==> src/rtl/fmadd_sched_if.sv <==
// fmadd_sched_if: the bundle between the issue logic, the fmadd scheduler and
// the fmadd datapath.
//
// Request side (per requester i, operands packed at [32*i+31:32*i]):
//   req_valid[i]  requester i has an operation pending
//   req_ready[i]  one-hot grant from the scheduler
//   req_x/y/z     operands
// Datapath side:
//   fu_req        start pulse, fu_x/y/z operands, fu_rslt/fu_flag returned result
// Response side:
//   rsp_valid/rsp_ready handshake carrying rsp_id, rsp_rslt, rsp_flag
// Status:
//   busy, flag_clr, flag_acc (sticky {NV,DZ,OF,UF,NX}), dbg_state (FSM state)
//
// Handshake rule for both req_* and rsp_*: a transfer happens on a rising clock
// edge where valid and ready are both high; ready seen while valid is low has
// no effect, and the producer holds its payload stable until the transfer.
interface fmadd_sched_if #(
    parameter int NREQ = 4
);
    localparam int IDW = (NREQ > 1) ? $clog2(NREQ) : 1;

    logic [NREQ-1:0]    req_valid;
    logic [NREQ-1:0]    req_ready;
    logic [NREQ*32-1:0] req_x;
    logic [NREQ*32-1:0] req_y;
    logic [NREQ*32-1:0] req_z;

    logic               fu_req;
    logic [31:0]        fu_x;
    logic [31:0]        fu_y;
    logic [31:0]        fu_z;
    logic [31:0]        fu_rslt;
    logic [4:0]         fu_flag;

    logic               rsp_valid;
    logic               rsp_ready;
    logic [IDW-1:0]     rsp_id;
    logic [31:0]        rsp_rslt;
    logic [4:0]         rsp_flag;

    logic               busy;
    logic               flag_clr;
    logic [4:0]         flag_acc;
    logic [2:0]         dbg_state;

    // Environment view: issue logic, fmadd datapath and response consumer.
    modport master (
        output req_valid, req_x, req_y, req_z,
        input  req_ready,
        input  fu_req, fu_x, fu_y, fu_z,
        output fu_rslt, fu_flag,
        input  rsp_valid, rsp_id, rsp_rslt, rsp_flag,
        output rsp_ready,
        output flag_clr,
        input  busy, flag_acc, dbg_state
    );

    // Scheduler view.
    modport slave (
        input  req_valid, req_x, req_y, req_z,
        output req_ready,
        output fu_req, fu_x, fu_y, fu_z,
        input  fu_rslt, fu_flag,
        output rsp_valid, rsp_id, rsp_rslt, rsp_flag,
        input  rsp_ready,
        input  flag_clr,
        output busy, flag_acc, dbg_state
    );
endinterface

==> src/rtl/fmadd_sched.sv <==
// fmadd_sched: shares one multi-cycle fmadd unit among NREQ requesters.
// A round-robin arbiter grants one requester in IDLE and latches its operands;
// the FSM pulses fu_req, waits LAT edges, captures fu_rslt/fu_flag and offers
// them with the requester id on the response handshake. flag_acc keeps the
// sticky OR of every captured flag vector.
//
// Ports:
//   clk    clock, all state on the rising edge
//   reset  asynchronous active-low reset
//   bus    fmadd_sched_if.slave (request, datapath, response and status signals)
module fmadd_sched #(
    parameter int NREQ = 4,
    parameter int LAT  = 6
) (
    input logic          clk,
    input logic          reset,
    fmadd_sched_if.slave bus
);
    localparam int IDW = (NREQ > 1) ? $clog2(NREQ) : 1;
    localparam int CW  = (LAT > 1) ? $clog2(LAT) : 1;

    typedef enum logic [2:0] {
        IDLE  = 3'd0,
        ISSUE = 3'd1,
        RUN   = 3'd2,
        CAPT  = 3'd3,
        RESP  = 3'd4
    } state_t;

    state_t         state;
    logic [CW-1:0]  cnt;
    logic [IDW-1:0] rr_ptr;

    logic [IDW-1:0] grant_idx;
    logic [IDW-1:0] cand;
    logic           grant_any;
    logic [NREQ-1:0] grant_oh;
    logic [31:0]    sel_x;
    logic [31:0]    sel_y;
    logic [31:0]    sel_z;

    // Round-robin search: start one past the last granted index and wrap, so
    // the most recently served requester has the lowest priority.
    always_comb begin
        grant_any = 1'b0;
        grant_idx = '0;
        cand      = '0;
        for (int k = 1; k <= NREQ; k++) begin
            cand = IDW'((int'(rr_ptr) + k) % NREQ);
            if (!grant_any && bus.req_valid[cand]) begin
                grant_any = 1'b1;
                grant_idx = cand;
            end
        end
    end

    assign grant_oh = NREQ'(1) << grant_idx;

    // Grant is offered only while idle and out of reset, so every output is
    // zero while reset is held even if requests are pending.
    assign bus.req_ready = (state == IDLE && reset && grant_any) ? grant_oh : '0;

    assign sel_x = bus.req_x[32*grant_idx +: 32];
    assign sel_y = bus.req_y[32*grant_idx +: 32];
    assign sel_z = bus.req_z[32*grant_idx +: 32];

    assign bus.dbg_state = state;

    always_ff @(posedge clk or negedge reset) begin
        if (!reset) begin
            state         <= IDLE;
            cnt           <= '0;
            rr_ptr        <= IDW'(NREQ - 1);
            bus.fu_req    <= 1'b0;
            bus.fu_x      <= '0;
            bus.fu_y      <= '0;
            bus.fu_z      <= '0;
            bus.rsp_valid <= 1'b0;
            bus.rsp_id    <= '0;
            bus.rsp_rslt  <= '0;
            bus.rsp_flag  <= '0;
            bus.busy      <= 1'b0;
            bus.flag_acc  <= '0;
        end else begin
            // A clear outside CAPT wins; CAPT overrides below so the flags
            // captured on that edge survive a simultaneous clear.
            if (bus.flag_clr) begin
                bus.flag_acc <= '0;
            end
            unique case (state)
                IDLE: begin
                    if (grant_any) begin
                        bus.fu_x   <= sel_x;
                        bus.fu_y   <= sel_y;
                        bus.fu_z   <= sel_z;
                        bus.rsp_id <= grant_idx;
                        rr_ptr     <= grant_idx;
                        bus.fu_req <= 1'b1;
                        bus.busy   <= 1'b1;
                        state      <= ISSUE;
                    end
                end
                ISSUE: begin
                    bus.fu_req <= 1'b0;
                    cnt        <= '0;
                    state      <= RUN;
                end
                RUN: begin
                    cnt <= cnt + 1'b1;
                    if (cnt == CW'(LAT - 1)) begin
                        state <= CAPT;
                    end
                end
                CAPT: begin
                    bus.rsp_rslt  <= bus.fu_rslt;
                    bus.rsp_flag  <= bus.fu_flag;
                    bus.rsp_valid <= 1'b1;
                    bus.flag_acc  <= (bus.flag_clr ? 5'd0 : bus.flag_acc) | bus.fu_flag;
                    state         <= RESP;
                end
                RESP: begin
                    if (bus.rsp_ready) begin
                        bus.rsp_valid <= 1'b0;
                        bus.busy      <= 1'b0;
                        state         <= IDLE;
                    end
                end
                default: begin
                    state <= IDLE;
                end
            endcase
        end
    end
endmodule

==> src/flat_wrapper.sv <==
// flat-port wrapper written by rule: the top's interface ports become plain ports
module fmadd_sched_flat 
#(
    parameter int NREQ = 4,
    parameter int LAT  = 6
)
  (clk, reset, bus_req_valid, bus_req_x, bus_req_y, bus_req_z, bus_req_ready, bus_fu_req, bus_fu_x, bus_fu_y, bus_fu_z, bus_fu_rslt, bus_fu_flag, bus_rsp_valid, bus_rsp_id, bus_rsp_rslt, bus_rsp_flag, bus_rsp_ready, bus_flag_clr, bus_busy, bus_flag_acc, bus_dbg_state);
  fmadd_sched_if #(.NREQ(NREQ)) bus_i ();
  input logic clk;
  input logic reset;
  input wire logic [$bits(bus_i.req_valid)-1:0] bus_req_valid;
  input wire logic [$bits(bus_i.req_x)-1:0] bus_req_x;
  input wire logic [$bits(bus_i.req_y)-1:0] bus_req_y;
  input wire logic [$bits(bus_i.req_z)-1:0] bus_req_z;
  output wire logic [$bits(bus_i.req_ready)-1:0] bus_req_ready;
  output wire logic [$bits(bus_i.fu_req)-1:0] bus_fu_req;
  output wire logic [$bits(bus_i.fu_x)-1:0] bus_fu_x;
  output wire logic [$bits(bus_i.fu_y)-1:0] bus_fu_y;
  output wire logic [$bits(bus_i.fu_z)-1:0] bus_fu_z;
  input wire logic [$bits(bus_i.fu_rslt)-1:0] bus_fu_rslt;
  input wire logic [$bits(bus_i.fu_flag)-1:0] bus_fu_flag;
  output wire logic [$bits(bus_i.rsp_valid)-1:0] bus_rsp_valid;
  output wire logic [$bits(bus_i.rsp_id)-1:0] bus_rsp_id;
  output wire logic [$bits(bus_i.rsp_rslt)-1:0] bus_rsp_rslt;
  output wire logic [$bits(bus_i.rsp_flag)-1:0] bus_rsp_flag;
  input wire logic [$bits(bus_i.rsp_ready)-1:0] bus_rsp_ready;
  input wire logic [$bits(bus_i.flag_clr)-1:0] bus_flag_clr;
  output wire logic [$bits(bus_i.busy)-1:0] bus_busy;
  output wire logic [$bits(bus_i.flag_acc)-1:0] bus_flag_acc;
  output wire logic [$bits(bus_i.dbg_state)-1:0] bus_dbg_state;
  assign bus_i.req_valid = bus_req_valid;
  assign bus_i.req_x = bus_req_x;
  assign bus_i.req_y = bus_req_y;
  assign bus_i.req_z = bus_req_z;
  assign bus_req_ready = bus_i.req_ready;
  assign bus_fu_req = bus_i.fu_req;
  assign bus_fu_x = bus_i.fu_x;
  assign bus_fu_y = bus_i.fu_y;
  assign bus_fu_z = bus_i.fu_z;
  assign bus_i.fu_rslt = bus_fu_rslt;
  assign bus_i.fu_flag = bus_fu_flag;
  assign bus_rsp_valid = bus_i.rsp_valid;
  assign bus_rsp_id = bus_i.rsp_id;
  assign bus_rsp_rslt = bus_i.rsp_rslt;
  assign bus_rsp_flag = bus_i.rsp_flag;
  assign bus_i.rsp_ready = bus_rsp_ready;
  assign bus_i.flag_clr = bus_flag_clr;
  assign bus_busy = bus_i.busy;
  assign bus_flag_acc = bus_i.flag_acc;
  assign bus_dbg_state = bus_i.dbg_state;
  fmadd_sched #(.NREQ(NREQ), .LAT(LAT)) u_core (.clk(clk), .reset(reset), .bus(bus_i));
endmodule
==> config.mk <==
export PLATFORM = sky130hd
export DESIGN_NAME = fmadd_sched_flat
export DESIGN_NICKNAME = d
export VERILOG_FILES = /design/src/rtl/fmadd_sched_if.sv /design/src/rtl/fmadd_sched.sv /design/src/flat_wrapper.sv
export SDC_FILE = /design/constraint.sdc
export NUM_CORES = 1
export LEC_CHECK = 0
export CAP_MARGIN = 10
export CORE_AREA = 2 2 227 229
export CTS_CLUSTER_DIAMETER = 200
export DETAILED_ROUTE_END_ITERATION = 16
export DIE_AREA = 0 0 229 231
export GPL_TIMING_DRIVEN = 0
export PLACE_DENSITY_LB_ADDON = 0.25
export SYNTH_ARGS = -nofsm -noshare
export SYNTH_HDL_FRONTEND = slang
export SYNTH_SLANG_ARGS = --single-unit
==> constraint.sdc <==
create_clock -name clk -period 3 [get_ports clk]
set_input_delay 0.6 -clock clk [delete_from_list [all_inputs] [get_ports clk]]
set_output_delay 0.6 -clock clk [all_outputs]
set_load 0.02 [all_outputs]
==> results, run 1 <==
- The run finished with clean final reports.
- Clock-pin slew was measured on the worst setup and hold paths at roughly 0.070 ns.
- The signed area change from the synthesized netlist to the final layout is 91.4%.
- Yosys printed 0 warnings.
- STA classifies the critical path endpoint as an output port.
- Routability-driven placement finished with a final weighted congestion of 0.859.
- The TritonCTS clock tree is done.
- The die is ~230 microns wide.
- Counting along the longest clock path gives a buffer depth of 2.
- The launching instance or port of the critical path is u_core.rr_ptr[0]$_DFFE_PN1P_.
- The number of buffers added by the clock tree synthesis step is 17.
- The total track usage is approximately a fifth.
- Setup total negative slack on the finished layout was measured at 0 ns.
- The actual slew at the worst max-slew pin is roughly 1.1 ns.
- Headroom to the max-slew limit came out at a little under a quarter.
- The type of the most critical hold path is in -> async.
- STA puts the critical path data arrival time at around 2.3 ns.
- The total overflow left after global routing is 0.
- The number of max-slew violations in the final report is 0.
- The number of hold-slack violations in the final timing report is 0.
- The proportion of netlist area held by the largest area contributor is between 40 and 50%.
- The number of instances in the synthesized netlist is just over 900.
- The port buffer count is between 500 and 600.
- Setup repair after global routing could not meet its margin everywhere.
- The final critical path time including I/O delays and setup is around 2.9 ns.
- In this run the mean area of a mapped cell was 8.64 sq um.
- The placeable core region is between 50000 and 60000 sq um.
- The peak clock frequency supported by timing is 0.347 GHz.
- Counting cells, the worst reg-to-reg path comes to 7.
- After detailed routing, the number of vias per cell comes to 4.51.
- Of all nets on the critical path, the largest fanout is 14.
- The clock sink count is roughly 150.
- The synthesized flop and latch total is between 150 and 200.
- The first-pass GRT wire length is roughly 72000 microns.
- The area of all placed cells without fillers is roughly 15000 sq um.
- The cell area power density is approximately 1000 nW/um^2.
- The end of the critical path is bus_req_ready[2].
- Summed over all cells, the static leakage comes to between 0.005 and 0.006 uW.
- The starting density of the core is ~16%.
- The worst voltage drop across the vdd grid is 404 uV.
- The synthesized netlist contains 41 unique library cells.
- The count of max-cap constraint violations is 0.
- Measured along the y axis, the die boundary spans ~230 microns.
- The root buffer selected by CTS is sky130_fd_sc_hd__clkbuf_16.
- The number of design rule violations left after detail routing is 0.
- The total placed instance area is 14700 sq um.
- The count of non-filler cells in the finished layout is 2231.
- The final wirelength is roughly 51000 microns.
- After detailed placement, the design holds a cell count of 2192.
- For this run, the detailed router's first-pass iteration total came to 5.
- The die outline area is ~53000 sq um.
- The number of global-route vias before repair is slightly above 10000.
- The share of post-route cells with drive strength above 1 is roughly 6.7%.
- The startpoint identified for the worst register-to-register timing path is u_core.rr_ptr[0]$_DFFE_PN1P_.
- The final antenna-violating net count is 0.
- The most common library cell in the layout ignoring fill and taps is sky130_fd_sc_hd__clkdlybuf4s50_1.
- STA classifies the critical path startpoint as a register.
- On the critical path, the stage with the largest delay is an instance of sky130_fd_sc_hd__dfstp_2.
- The cell type contributing the most total cell area after synthesis is sky130_fd_sc_hd__dfrtp_1.
- In this run the critical register-to-register path is captured at u_core.bus.fu_x[14]$_DFFE_PN0P_.
- The signal on the critical path passes through buf_4, nor2b_1, o21ai_4, nand3_1, nor2_1, clkdlybuf4s15_2.
- The critical path data required time is 2.40 ns.
- The top cell types in the final layout, fill and taps aside, are sky130_fd_sc_hd__clkdlybuf4s50_1, sky130_fd_sc_hd__nand2_1, sky130_fd_sc_hd__dfrtp_1, sky130_fd_sc_hd__nor2_1, sky130_fd_sc_hd__a31oi_1.
- Entering global routing, the biggest net connects 87 pins.
- The final routed wire length divided by cell count is roughly 23 microns.
- The setup violation total in the final timing report is 0.
- Summing the sequential cell areas from Yosys gives ~47% of the chip area.
- The count of H-tree levels built during CTS is 4.
- The clock latency on the worst-skew pair is around 0.49 ns.
- After the first detailed-routing iteration, the DRC count stood at between 400 and 500.
- Between clock sinks in the finished design, the worst skew comes to 0.0189 ns.
- The floorplan has slightly above 80 rows.
- The cell area that synthesis handed to floorplanning was slightly above 8000 sq um.
- The design draws approximately 16000 uW.
- Ranked by total cell area, the synthesized netlist is headed by sky130_fd_sc_hd__dfrtp_1, sky130_fd_sc_hd__a41oi_1, sky130_fd_sc_hd__nand2_1.
- The number of primary I/O pins is slightly below 600.
- The number of antenna violations at the first check in global routing is 9.
- The synthesized netlist net count is 1366.
- Detailed placement ended at an HPWL of ~40000 microns.
- The setup slack of the worst register-to-register path is 0.24 ns.
- After the last flow step, the layout net total stands at 1962.
- The critical path class is reg -> out.
- The via count is 10100.
- The final period utilization is ~96%.
- On the worst path, the slowest cell contributes a delay of about 0.57 ns.
- The tightest hold path in the finished design has a slack of 0.0377 ns.
[routing by layer]
layer	up-vias	track usage (%)	wire length, microns
met5	-	0	27
met4	4	7.83	1440
met3	50	6.13	4020
met2	472	32.1	25000
met1	4852	21.7	20400
li1	4683	-	-
[synthesized netlist by cell type]
cell / count
sky130_fd_sc_hd__o221a_2: 1
sky130_fd_sc_hd__inv_1: 12
sky130_fd_sc_hd__a2111o_1: 1
sky130_fd_sc_hd__or2_1: 1
sky130_fd_sc_hd__o32a_1: 1
sky130_fd_sc_hd__buf_2: 40
sky130_fd_sc_hd__xor2_1: 1
sky130_fd_sc_hd__nor2b_1: 2
sky130_fd_sc_hd__nor4b_1: 1
sky130_fd_sc_hd__buf_1: 1
sky130_fd_sc_hd__nand2_1: 214
sky130_fd_sc_hd__dfstp_2: 2
sky130_fd_sc_hd__buf_4: 4
sky130_fd_sc_hd__o21ai_1: 2
sky130_fd_sc_hd__a221oi_4: 1
sky130_fd_sc_hd__nand3_1: 3
sky130_fd_sc_hd__or4_1: 1
sky130_fd_sc_hd__o21ba_2: 1
sky130_fd_sc_hd__nor4_1: 1
sky130_fd_sc_hd__nand2b_1: 3
sky130_fd_sc_hd__ha_1: 2
sky130_fd_sc_hd__nor2_1: 106
sky130_fd_sc_hd__a2bb2oi_1: 1
sky130_fd_sc_hd__a22o_1: 1
sky130_fd_sc_hd__a31oi_1: 97
sky130_fd_sc_hd__nor3_1: 4
sky130_fd_sc_hd__dfrtp_1: 149
sky130_fd_sc_hd__xnor2_1: 1
sky130_fd_sc_hd__o21ai_0: 13
sky130_fd_sc_hd__clkbuf_1: 54
sky130_fd_sc_hd__a22oi_1: 96
sky130_fd_sc_hd__o21a_1: 1
sky130_fd_sc_hd__and3_1: 3
sky130_fd_sc_hd__a41oi_1: 96
sky130_fd_sc_hd__or2_2: 2
sky130_fd_sc_hd__nor4_2: 1
sky130_fd_sc_hd__o221ai_2: 1
sky130_fd_sc_hd__o21bai_1: 1
sky130_fd_sc_hd__a21oi_1: 10
sky130_fd_sc_hd__a21boi_0: 2
sky130_fd_sc_hd__a21o_1: 1
[metrics by stage]
step	worst slack, ns	util, %
CTS	0.0469	30.5
finish	0.117	30.5
global route	-0.0193	30.5
detailed placement	-1.38	29.1
floorplan	0.433	-
global placement	-5.82	29.0
[state kept, by name, indices dropped and copies added, names as in the netlist]
name                  flops
u_core.bus.busy           1
u_core.bus.dbg_state      3
u_core.bus.flag_acc       5
u_core.bus.fu_req         1
u_core.bus.fu_x          32
u_core.bus.fu_y          32
u_core.bus.fu_z          32
u_core.bus.rsp_flag       5
u_core.bus.rsp_id         2
u_core.bus.rsp_rslt      32
u_core.bus.rsp_valid      1
u_core.cnt                3
u_core.rr_ptr             2
[critical path, delay by kind of cell (launching register included)]
kind | cells | cell delay, ns
AOI/OAI and AO/OA | 1 | 0.44
buffers and inverters | 2 | 0.45
DFF | 1 | 0.57
and+or+nand+nor | 3 | 0.33
[worst min path at each step]
stage,to,slack (ns),cells after the start
final,u_core.bus.rsp_flag[1]$_DFFE_PN0N_,0.04,1
after floorplan,u_core.bus.busy$_DFFE_PN0P_,0.30,0
after global routing,u_core.bus.rsp_flag[1]$_DFFE_PN0N_,0.05,1
after global placement,u_core.bus.rsp_rslt[26]$_DFFE_PN0N_,0.46,2
after detailed placement,u_core.bus.rsp_rslt[30]$_DFFE_PN0N_,0.46,2
after CTS,u_core.bus.rsp_flag[1]$_DFFE_PN0N_,0.05,1
[layout make-up]
class,count,area [sq um]
buffer,93,479
tap,680,851
antenna,7,17.5
multi-input combinational,673,3880
fill,5524,35200
timing repair buffer,583,5840
clock buffer,17,425
sequential,151,3780
inverter,12,45.0
clock inverter,15,146
[timing repair]
action	4_1_cts	5_1_grt
gates resized for setup	45	4
endpoints found under the setup margin	84	2
hold buffers	0	0
pin swaps	4	1
buffers inserted	5	1
[report_power, final]
| part | switching, uW | leakage [uW] | total (uW) | internal (uW) |
|---|---|---|---|---|
| sequential | 609 | 0.00175 | 3710 | 3100 |
| combinational | 5600 | 0.00386 | 9640 | 4030 |
| clock | 1060 | 0.000269 | 2210 | 1160 |
| total | 7270 | 0.00588 | 15600 | 8290 |
[cells by family after synthesis]
kind of cell,Yosys count,synth area share (%)
AND/OR/NAND/NOR,342,16.6
AO/OA/AOI/OAI,327,30.1
flip-flops,151,46.8
buffers and inverters,111,5.96
XOR/XNOR,2,0.217
adder cells (fa/ha/maj),2,0.310
No activity file was read; power rests on OpenSTA's default activity.
==> inputs of run 2 (changes only) <==
--- a/config.mk
+++ b/config.mk
@@ -6,10 +6,11 @@
 export NUM_CORES = 1
 export LEC_CHECK = 0
 export CAP_MARGIN = 10
-export CORE_AREA = 2 2 227 229
+export CORE_AREA = 2 2 224 226
 export CTS_CLUSTER_DIAMETER = 200
 export DETAILED_ROUTE_END_ITERATION = 16
-export DIE_AREA = 0 0 229 231
+export DIE_AREA = 0 0 226 228
+export DONT_BUFFER_PORTS = 1
 export GPL_TIMING_DRIVEN = 0
 export PLACE_DENSITY_LB_ADDON = 0.25
 export SYNTH_ARGS = -nofsm -noshare
==> results, run 2 (synthesis gave the netlist of run 1 again) <==
- The flow ran to the end, but the final reports show violations.
- The final reports fail on negative hold slack.
- The worst setup path is launched from a register.
- The starting density of the core is 16.4% (+0.43 points).
- The count of non-filler cells in the finished layout is 1651 (-26%).
- Leaving out fill and tap cells, the most frequent cells in the layout are sky130_fd_sc_hd__nand2_1, sky130_fd_sc_hd__dfrtp_1, sky130_fd_sc_hd__nor2_1, sky130_fd_sc_hd__a31oi_1, sky130_fd_sc_hd__a22oi_1.
- The final worst setup slack is 0.127 ns (+0.00972 ns).
- The total track usage is 16.9% (-1.9 points).
- The via count is 8004 (-20%).
- The largest fanout on the critical path is 10 (-4).
- The final critical path time including I/O delays and setup is 2.87 ns (-0.00972 ns).
- The peak clock frequency supported by timing came to 0.348 GHz (+0.34%).
- The cell count after placement is 1607 (-27%).
- The number of buffers added by the clock tree synthesis step was 17 (unchanged).
- The final HPWL from detailed placement is 34000 microns (-14%).
- The final hold slack came to -0.179 ns (-0.217 ns).
- The actual slew at the worst max-slew pin is 1.07 ns (-0.0690 ns).
- The remaining max-slew budget at the tightest pin is 28.5% (+4.9 points).
- The share of post-route cells with drive strength above 1 is 10.5% (+3.8 points).
- The height of the die is 228 microns (-1.3%).
- Setup repair after global routing could not meet its margin everywhere.
- The port buffer count is 0 (-100%).
- The first-pass GRT wire length came to 61000 microns (-15%).
- The clock transition at the register clock pins on the worst setup and hold paths after CTS is 0.07 ns (about the same).
- The met1 capacity usage during global routing is 19.5% (-2.2 points).
- The filler cell count is 5548 (+0.43%).
- The final antenna-violating net count was 0 (unchanged).
- The worst voltage drop across the vdd grid was 370 uV (-8.4%).
- The number of design rule violations left after detail routing is 0 (unchanged).
- The number of hold-slack violations in the final timing report is 149 (+149).
- The leakage power came to 0.00365 uW (-38%).
- The setup violation total in the final timing report was 0 (unchanged).
- The die outline area was 51500 sq um (-2.6%).
- The placeable core region is 49300 sq um (-2.6%).
- The met2 track utilization from global routing is 27.8% (-4.3 points).
- The final routed wire length divided by cell count is 26.9 microns (+18%).
- The setup slack of the worst register-to-register path is 0.13 ns (-0.11 ns).
- The critical path class is reg -> out.
- The count of max-cap constraint violations is 0 (unchanged).
- The clock latency on the worst-skew pair came to 0.49 ns (about the same).
- The number of placement rows came to 82 (-1.2%).
- The data arrival time at the worst-slack endpoint was 2.27 ns (about the same).
- The worst slack at placement was -0.692 ns (+0.690 ns).
- The number of antenna violations at the first check in global routing is 10 (+1).
- The maximum number of pins on one net before global-route repair is 156 (+79%).
- The final wirelength is 44500 microns (-13%).
- The mean number of vias per cell is 4.85 (+7.5%).
- The kind of capture point of the worst setup path is an output port.
- The cell area power density came to 1370 nW/um^2 (+36%).
- The signed area change from the synthesized netlist to the final layout is 20.7%.
- The weighted congestion at the end of routability-driven global placement is 0.819 (-4.7%).
- The most common library cell in the layout ignoring fill and taps is sky130_fd_sc_hd__nand2_1.
- The number of primary I/O pins is 579 (unchanged).
- The number of max-slew violations in the final report is 0 (unchanged).
- The maximum clock skew at final layout is 0.0184 ns (-0.000482 ns).
- The post-layout net count is 1388 (-29%).
- The clock sink count is 151 (unchanged).
- The tree is rooted in a sky130_fd_sc_hd__clkbuf_16.
- The overall overflow remaining after global route is 0 (unchanged).
- The critical path data required time came to 2.40 ns (about the same).
- The deepest clock path buffer count is 2 (unchanged).
- The number of global-route vias before repair is 8125 (-21%).
- The type of the most critical hold path is in -> async.
- The final period utilization is 95.8% (-0.32 points).
- The utilization after layout is 19.8% (-11 points).
- The count of H-tree levels built during CTS is 4 (unchanged).
- The met3 track demand over resource in global routing is 6.35% (+0.22 points).
- The number of detailed-route iterations in the first pass is 5 (unchanged).
- TritonCTS built the clock tree.
- The die extent in x is 226 microns (-1.3%).
- The global routing's busiest layer is met2.
- The initial detailed-routing violation count is 577 (+18%).
-- run 2: changes by cell type in the layout (fill, tap and decap cells not counted), sizes merged --
cell,previous run,this run
clkinvlp,4,2
bufinv,1,4
inv,17,16
dlygate4sd2,1,0
clkdlybuf4s50,569,0
diode,7,9
clkdlybuf4s15,2,0
clkbuf,68,73
buf,53,49
clkinv,5,2
-- run 2: worst paths after layout --
path,cells past startpoint,from,end
worst max-delay path,7,u_core.rr_ptr[0]$_DFFE_PN1P_,bus_req_ready[2]
min in group clk,1,bus_flag_clr,u_core.bus.flag_acc[3]$_DFF_PN0_
max in group asynchronous,0,reset,u_core.bus.fu_z[21]$_DFFE_PN0P_
worst min-delay path,0,reset,u_core.bus.fu_x[21]$_DFFE_PN0P_
worst min register to register,2,u_core.cnt[2]$_DFFE_PN0P_,u_core.cnt[2]$_DFFE_PN0P_
worst max register to register,7,u_core.rr_ptr[0]$_DFFE_PN1P_,u_core.bus.fu_x[16]$_DFFE_PN0P_
-- run 2: metrics by stage --
step,TNS [ns],cell area [sq um],power [uW]
2_1_floorplan,0,8080,8540
3_3_place_gp,-22.70,8920,10700
3_5_place_dp,-26.28,8920,10800
4_1_cts,0,9710,13600
5_1_grt,-0.0393,9740,14300
6_report,0,9750,13400
-- run 2: worst max-delay path, cell delays in order, from the launching register on --
cell and delay [ns]:
sky130_fd_sc_hd__dfstp_2 0.56, sky130_fd_sc_hd__buf_2 0.21, sky130_fd_sc_hd__inv_1 0.11, sky130_fd_sc_hd__o21ai_4 0.18, sky130_fd_sc_hd__buf_6 0.21, sky130_fd_sc_hd__buf_4 0.20, sky130_fd_sc_hd__nand3_1 0.13, sky130_fd_sc_hd__nor2_4 0.20
-- run 2: cell type report --
cell class | instances | area (sq um) | share of cell area, %
Antenna cell | 9 | 22.5 | 0.231
Buffer | 96 | 468 | 4.80
Clock buffer | 20 | 467 | 4.79
Clock inverter | 12 | 186 | 1.91
Inverter | 12 | 45.0 | 0.462
Multi-Input combinational cell | 673 | 3890 | 39.9
Sequential cell | 151 | 3780 | 38.8
Tap cell | 672 | 841 | 8.63
Timing Repair Buffer | 6 | 45.0 | 0.462
-- run 2: where the power goes --
group	leakage, uW	switching [uW]	total [uW]	internal, uW
combinational	0.00158	3700	5620	1930
sequential	0.00175	2140	5240	3090
clock	0.000316	1030	2500	1470
total	0.00365	6870	13400	6490
-- run 2: per-layer routing --
metal | vias to the layer above | part of all wire, %
met1 | 3922 | 39
li1 | 3535 | -
met4 | 2 | 3.2
met5 | - | 0.036
met2 | 484 | 48
met3 | 61 | 9.1
-- run 2: repair_timing --
action	CTS	global route
hold endpoints to repair	151	150
resized for setup	30	4
buffers inserted	6	0
setup endpoints to repair	85	5
pin swaps	4	1
==> inputs of run 3 (changes only) <==
--- a/config.mk
+++ b/config.mk
@@ -5,14 +5,13 @@
 export SDC_FILE = /design/constraint.sdc
 export NUM_CORES = 1
 export LEC_CHECK = 0
-export CAP_MARGIN = 10
 export CORE_AREA = 2 2 224 226
 export CTS_CLUSTER_DIAMETER = 200
 export DETAILED_ROUTE_END_ITERATION = 16
 export DIE_AREA = 0 0 226 228
 export DONT_BUFFER_PORTS = 1
 export GPL_TIMING_DRIVEN = 0
-export PLACE_DENSITY_LB_ADDON = 0.25
+export PLACE_DENSITY_LB_ADDON = 0.3
 export SYNTH_ARGS = -nofsm -noshare
 export SYNTH_HDL_FRONTEND = slang
 export SYNTH_SLANG_ARGS = --single-unit
==> results, run 3 (synthesis gave the netlist of run 1 again) <==
- The final critical path time including I/O delays and setup is 2.96 ns (+0.0897 ns).
- The share of post-route cells with drive strength above 1 is 10.6% (+0.10 points).
- The most common library cell in the layout ignoring fill and taps is sky130_fd_sc_hd__nand2_1.
- The final period utilization came to 98.8% (+3.0 points).
- The via count is 8159 (+1.9%).
- Setup repair after global routing left no endpoint under its margin.
- TritonCTS built the clock tree.
- The height of the die is 228 microns (unchanged).
- The cell depth of the worst flop-to-flop path came to 6 (-1).
- The number of primary I/O pins is 579 (unchanged).
- The number of detailed-route iterations in the first pass is 5 (unchanged).
- The final reports fail on negative hold slack.
- The slowest stage of the critical path belongs to the cell sky130_fd_sc_hd__clkbuf_1.
- The overall power is 13200 uW (-0.93%).
- The critical path's top delay family is buffers and inverters.
- The count of H-tree levels built during CTS was 4 (unchanged).
- The starting density of the core is 16.4% (unchanged).
- The overall overflow remaining after global route is 0 (unchanged).
- The final wirelength is 44400 microns (about the same).
- The setup violation total in the final timing report was 0 (unchanged).
- The clock sink count is 151 (unchanged).
- The number of antenna violations at the first check in global routing is 13 (+3).
- The initial detailed-routing violation count came to 520 (-9.9%).
- The count of non-filler cells in the finished layout was 1650 (-0.061%).
- The actual slew at the worst max-slew pin is 1.35 ns (+0.273 ns).
- The total track usage came to 16.8% (-0.12 points).
- The number of global-route vias before repair is 8297 (+2.1%).
- The flow ran to the end, but the final reports show violations.
- The die outline area was 51500 sq um (unchanged).
- The post-layout net count was 1388 (unchanged).
- The critical path is of the reg -> reg type.
- The final hold slack is -0.182 ns (-0.00330 ns).
- The placeable core region is 49300 sq um (unchanged).
- The stage delay of the slowest cell on the critical path is 1.00 ns (+0.44 ns).
- The port buffer count was 0 (unchanged).
- The tree is rooted in a sky130_fd_sc_hd__clkbuf_16.
- The path class of the tightest hold or removal check is in -> async.
- The largest fanout on the critical path came to 10 (unchanged).
- The number of buffers added by the clock tree synthesis step came to 17 (unchanged).
- The buffers plus inverters on the worst setup path came to 2 (-2).
- The maximum clock skew at final layout came to 0.0105 ns (-0.00783 ns).
- The number of max-slew violations in the final report was 0 (unchanged).
- The leakage power was 0.00363 uW (-0.48%).
- The final antenna-violating net count was 0 (unchanged).
- The final routed wire length divided by cell count is 26.9 microns (about the same).
- The utilization after layout is 19.7% (-0.058 points).
- The mean number of vias per cell is 4.94 (+2.0%).
- The number of design rule violations left after detail routing came to 0 (unchanged).
- The remaining max-slew budget at the tightest pin is 10.2% (-18 points).
- The number of hold-slack violations in the final timing report was 149 (unchanged).
- The cell count after placement was 1607 (unchanged).
- The signed area change from the synthesized netlist to the final layout is 20.3%.
- The deepest clock path buffer count is 2 (unchanged).
- The kind of capture point of the worst setup path is a register.
- The peak clock frequency supported by timing is 0.337 GHz (-3.0%).
- The critical path data required time is 3.39 ns (+0.99 ns).
- The first-pass GRT wire length is 60700 microns (-0.55%).
- The maximum number of pins on one net before global-route repair is 156 (unchanged).
- In the layout the commonest cells are sky130_fd_sc_hd__nand2_1, sky130_fd_sc_hd__dfrtp_1, sky130_fd_sc_hd__nor2_1, sky130_fd_sc_hd__a31oi_1, sky130_fd_sc_hd__a22oi_1.
- The clock latency on the worst-skew pair is 0.48 ns (about the same).
- The weighted congestion at the end of routability-driven global placement is 0.907 (+11%).
- The final HPWL from detailed placement was 34300 microns (+0.71%).
- The cell area power density is 1360 nW/um^2 (-0.64%).
- The category of the worst setup path launch point is a register.
- The total number of cells along the worst setup path is 6 (-1).
- The worst voltage drop across the vdd grid was 388 uV (+4.9%).
- The number of placement rows is 82 (unchanged).
- The data arrival time at the worst-slack endpoint came to 3.35 ns (+1.08 ns).
- The clock transition at the register clock pins on the worst setup and hold paths after CTS is 0.07 ns (about the same).
- The critical path goes through xor2_2, o221a_2, buf_4, clkbuf_1, a22oi_1, a31oi_1.
- The die extent in x is 226 microns (unchanged).
- The count of max-cap constraint violations is 0 (unchanged).
## run 3: timing repair
action | CTS | global route
setup endpoints to repair | 85 | 4
hold endpoints to repair | 151 | 151
resized for setup | 26 | 8
setup buffers | 6 | 1
pin swaps | 5 | 1
## run 3: layout make-up
cell class	count	area, sq um
flip-flops and latches	151	3780
clock buffers	17	425
fillers	5513	39600
well taps	672	841
repair buffers	7	52.6
plain buffers	95	455
inverters	12	45.0
clock inverters	15	193
multi-input cells	673	3910
diodes	8	20.0
## run 3: path summary, 6_finish.rpt
path / startpoint / end / slack (ns)
max reg2reg: u_core.rr_ptr[1]$_DFFE_PN1P_ / u_core.bus.fu_x[15]$_DFFE_PN0P_ / 0.04
min: reset / u_core.bus.fu_x[21]$_DFFE_PN0P_ / -0.18
min reg2reg: u_core.cnt[1]$_DFFE_PN0P_ / u_core.cnt[1]$_DFFE_PN0P_ / 0.59
max in group asynchronous: reset / u_core.rr_ptr[0]$_DFFE_PN1P_ / 2.94
min in group clk: bus_flag_clr / u_core.bus.flag_acc[3]$_DFF_PN0_ / 0.23
max: u_core.rr_ptr[1]$_DFFE_PN1P_ / u_core.bus.fu_x[15]$_DFFE_PN0P_ / 0.04
## run 3: per-layer routing
metal | track usage [%] | routed length, microns | vias to the layer above
met2 | 27.5 | 21100 | 510
met3 | 5.58 | 3890 | 100
li1 | - | - | 3530
met1 | 19.0 | 17200 | 4013
met5 | 0 | 49 | -
met4 | 9.66 | 2170 | 6
## run 3: power breakdown
group	leakage (uW)	switching, uW	internal, uW	total (uW)
clock	0.000295	1050	1330	2380
combinational	0.00158	3720	1930	5650
sequential	0.00175	2110	3090	5210
## run 3: per-stage QoR
| step | setup TNS, ns | worst slack, ns | cell area [sq um] |
|---|---|---|---|
| floorplan | 0 | 0.433 | 8080 |
| global placement | -35.22 | -1.05 | 8920 |
| detailed placement | -33.81 | -0.793 | 8920 |
| CTS | 0 | 0.0109 | 9690 |
| global route | 0 | 0.0204 | 9720 |
| finish | 0 | 0.0370 | 9720 |
## run 3: worst reg2reg max path: cells and delay by family, from the launching register on
kind / cells / cell delay, ns
AO/OA/AOI/OAI: 3 / 0.87
XOR/XNOR: 1 / 0.21
buffers and inverters: 2 / 1.22
flip-flops: 1 / 0.58
==> edit, RTL diff (config.mk and constraints of run 2) <==
`NREQ` is set to 4 in 3 places; all go to 2.
--- a/src/rtl/fmadd_sched_if.sv
+++ b/src/rtl/fmadd_sched_if.sv
@@ -18,3 +18,3 @@
 interface fmadd_sched_if #(
-    parameter int NREQ = 4
+    parameter int NREQ = 2
 );
--- a/src/rtl/fmadd_sched.sv
+++ b/src/rtl/fmadd_sched.sv
@@ -11,3 +11,3 @@
 module fmadd_sched #(
-    parameter int NREQ = 4,
+    parameter int NREQ = 2,
     parameter int LAT  = 6
--- a/src/flat_wrapper.sv
+++ b/src/flat_wrapper.sv
@@ -3,3 +3,3 @@
 #(
-    parameter int NREQ = 4,
+    parameter int NREQ = 2,
     parameter int LAT  = 6
Interface: changed (6 resized); port bits go from 579 to 382. The function was not compared with the original's and may differ.
==> edit against run 2 <==
  * Sequential cell count down 2
  * Setup slack better by 0.11 ns
  * Highest routed layer is now met4
  * Via count down 45%
  * Wire length down 47%
  * Maximum frequency up 3.9%
  * Core utilization down 3.7 points
  * Clock power down 8%
  * Critical path depth down 2
  * Largest power group is now registers
  * Register-to-register slack better by 0.55 ns
  * Final area down 19%
  * Non-clock buffer count down 54
  * Critical path type unchanged
  * Total power down 22%
  * The flow still finishes with violations (hold timing)
  * Area after synthesis down 20%
==> edit: results (changes against run 2) <==
outcome: "finished with violations"
violations: "hold timing"
cts_sinks: 149  # -1.3%
area_growth_pct: 23.21
ir_worst_vdd_mv: 0.4361  # +18%
avgSynthCellArea_sq_um: 13.43  # +55%
use_met2_pct: 14.78  # -13 points
gp_congestion: 0.7093  # -13%
critPathSlowestCell: "dfrtp_2"
antenna_found_initial: 2  # -8
buffer_area_share_pct: 3.205  # -2.1 points
use_met3_pct: 5.332  # -1.0 points
slew_headroom_pct: 53.36  # +25 points
nFillCells: 5504  # -0.79%
stdcell_area_sq_mm: 0.007925  # -19%
cp_top_family: "simple AND/OR/NAND/NOR gates"
dp_hpwl_um: 17450  # -49%
multi_input_area_share_pct: 31.18  # -8.7 points
p_switching_mw: 4.561  # -34%
met1_usage_pct: 9.776  # -9.7 points
yosys-top-cells-count: "148 x dfrtp_1, 97 x or3_1, 96 x o221a_2, 38 x mux2_2, 25 x clkbuf_1"
synth_xor_area_share_pct: 0.1362  # -0.081 points
signal_buffers: 48  # -53%
holdWs_ns: -0.1752  # +0.003714 ns
track_usage_pct: 9.144  # -7.8 points
synth_area_leaders: "dfrtp_1 58%, o221a_2 17%, or3_1 9.4%"
n_antenna_cell: 2  # -7
drt-met1-wl_um: 9095  # -48%
final-clk-cell-share_pct: 7.657  # +0.96 points
place_inst: 1151  # -28%
power_leader: "registers"
via_per_inst: 3.685  # -24%
wirelength_um: 23530  # -47%
wl_met3_um: 2636  # -35%
hold_viol_final: 148  # -0.67%
synth.distinct_cells: 31  # -24%
nClkBuffers: 17  # -15%
yosysSeqAreaShare_pct: 57.98  # +11 points
seq_share_pct: 47.10  # +8.3 points
post_cts_resized: 7  # -77%
grt_pass1_vias: 4668  # -43%
finalClockSkew_ns: 0.009501  # -0.008867 ns
synth_fa_ha_area_share_pct: 0.3890  # +0.079 points
insertion_delay_ns: 0.47  # -0.02 ns
synthMuxAreaShare_pct: 6.652  # +6.7 points
post_dp_cell_area_sq_mm: 0.007273  # -18%
nNonClkInverters: 4  # -8
cp.arrival_ns: 2.17  # -0.10 ns
drive_gt1_share_pct: 39.14  # +29 points
-- edit: cell count changes after synthesis, moves of 38 or more --
cell	delta
o221a_2	+95
a41oi_1	-96
nand2_1	-213
a22oi_1	-96
nor2_1	-102
mux2_2	+38
or3_1	+97
a31oi_1	-95
-- edit: worst paths after layout --
kind	to	cells past startpoint	startpoint	slack, ns
min	u_core.bus.rsp_rslt[11]$_DFFE_PN0N_	0	reset	-0.18
min reg2reg	u_core.rr_ptr$_DFFE_PN1P_	2	u_core.rr_ptr$_DFFE_PN1P_	0.54
min in group clk	u_core.rr_ptr$_DFFE_PN1P_	1	bus_req_valid[0]	0.19
max	bus_req_ready[0]	5	u_core.bus.dbg_state[1]$_DFFE_PN0P_	0.23
max reg2reg	u_core.bus.fu_x[9]$_DFFE_PN0P_	6	u_core.bus.dbg_state[2]$_DFFE_PN0P_	0.68
max in group asynchronous	u_core.bus.fu_z[31]$_DFFE_PN0P_	0	reset	2.96
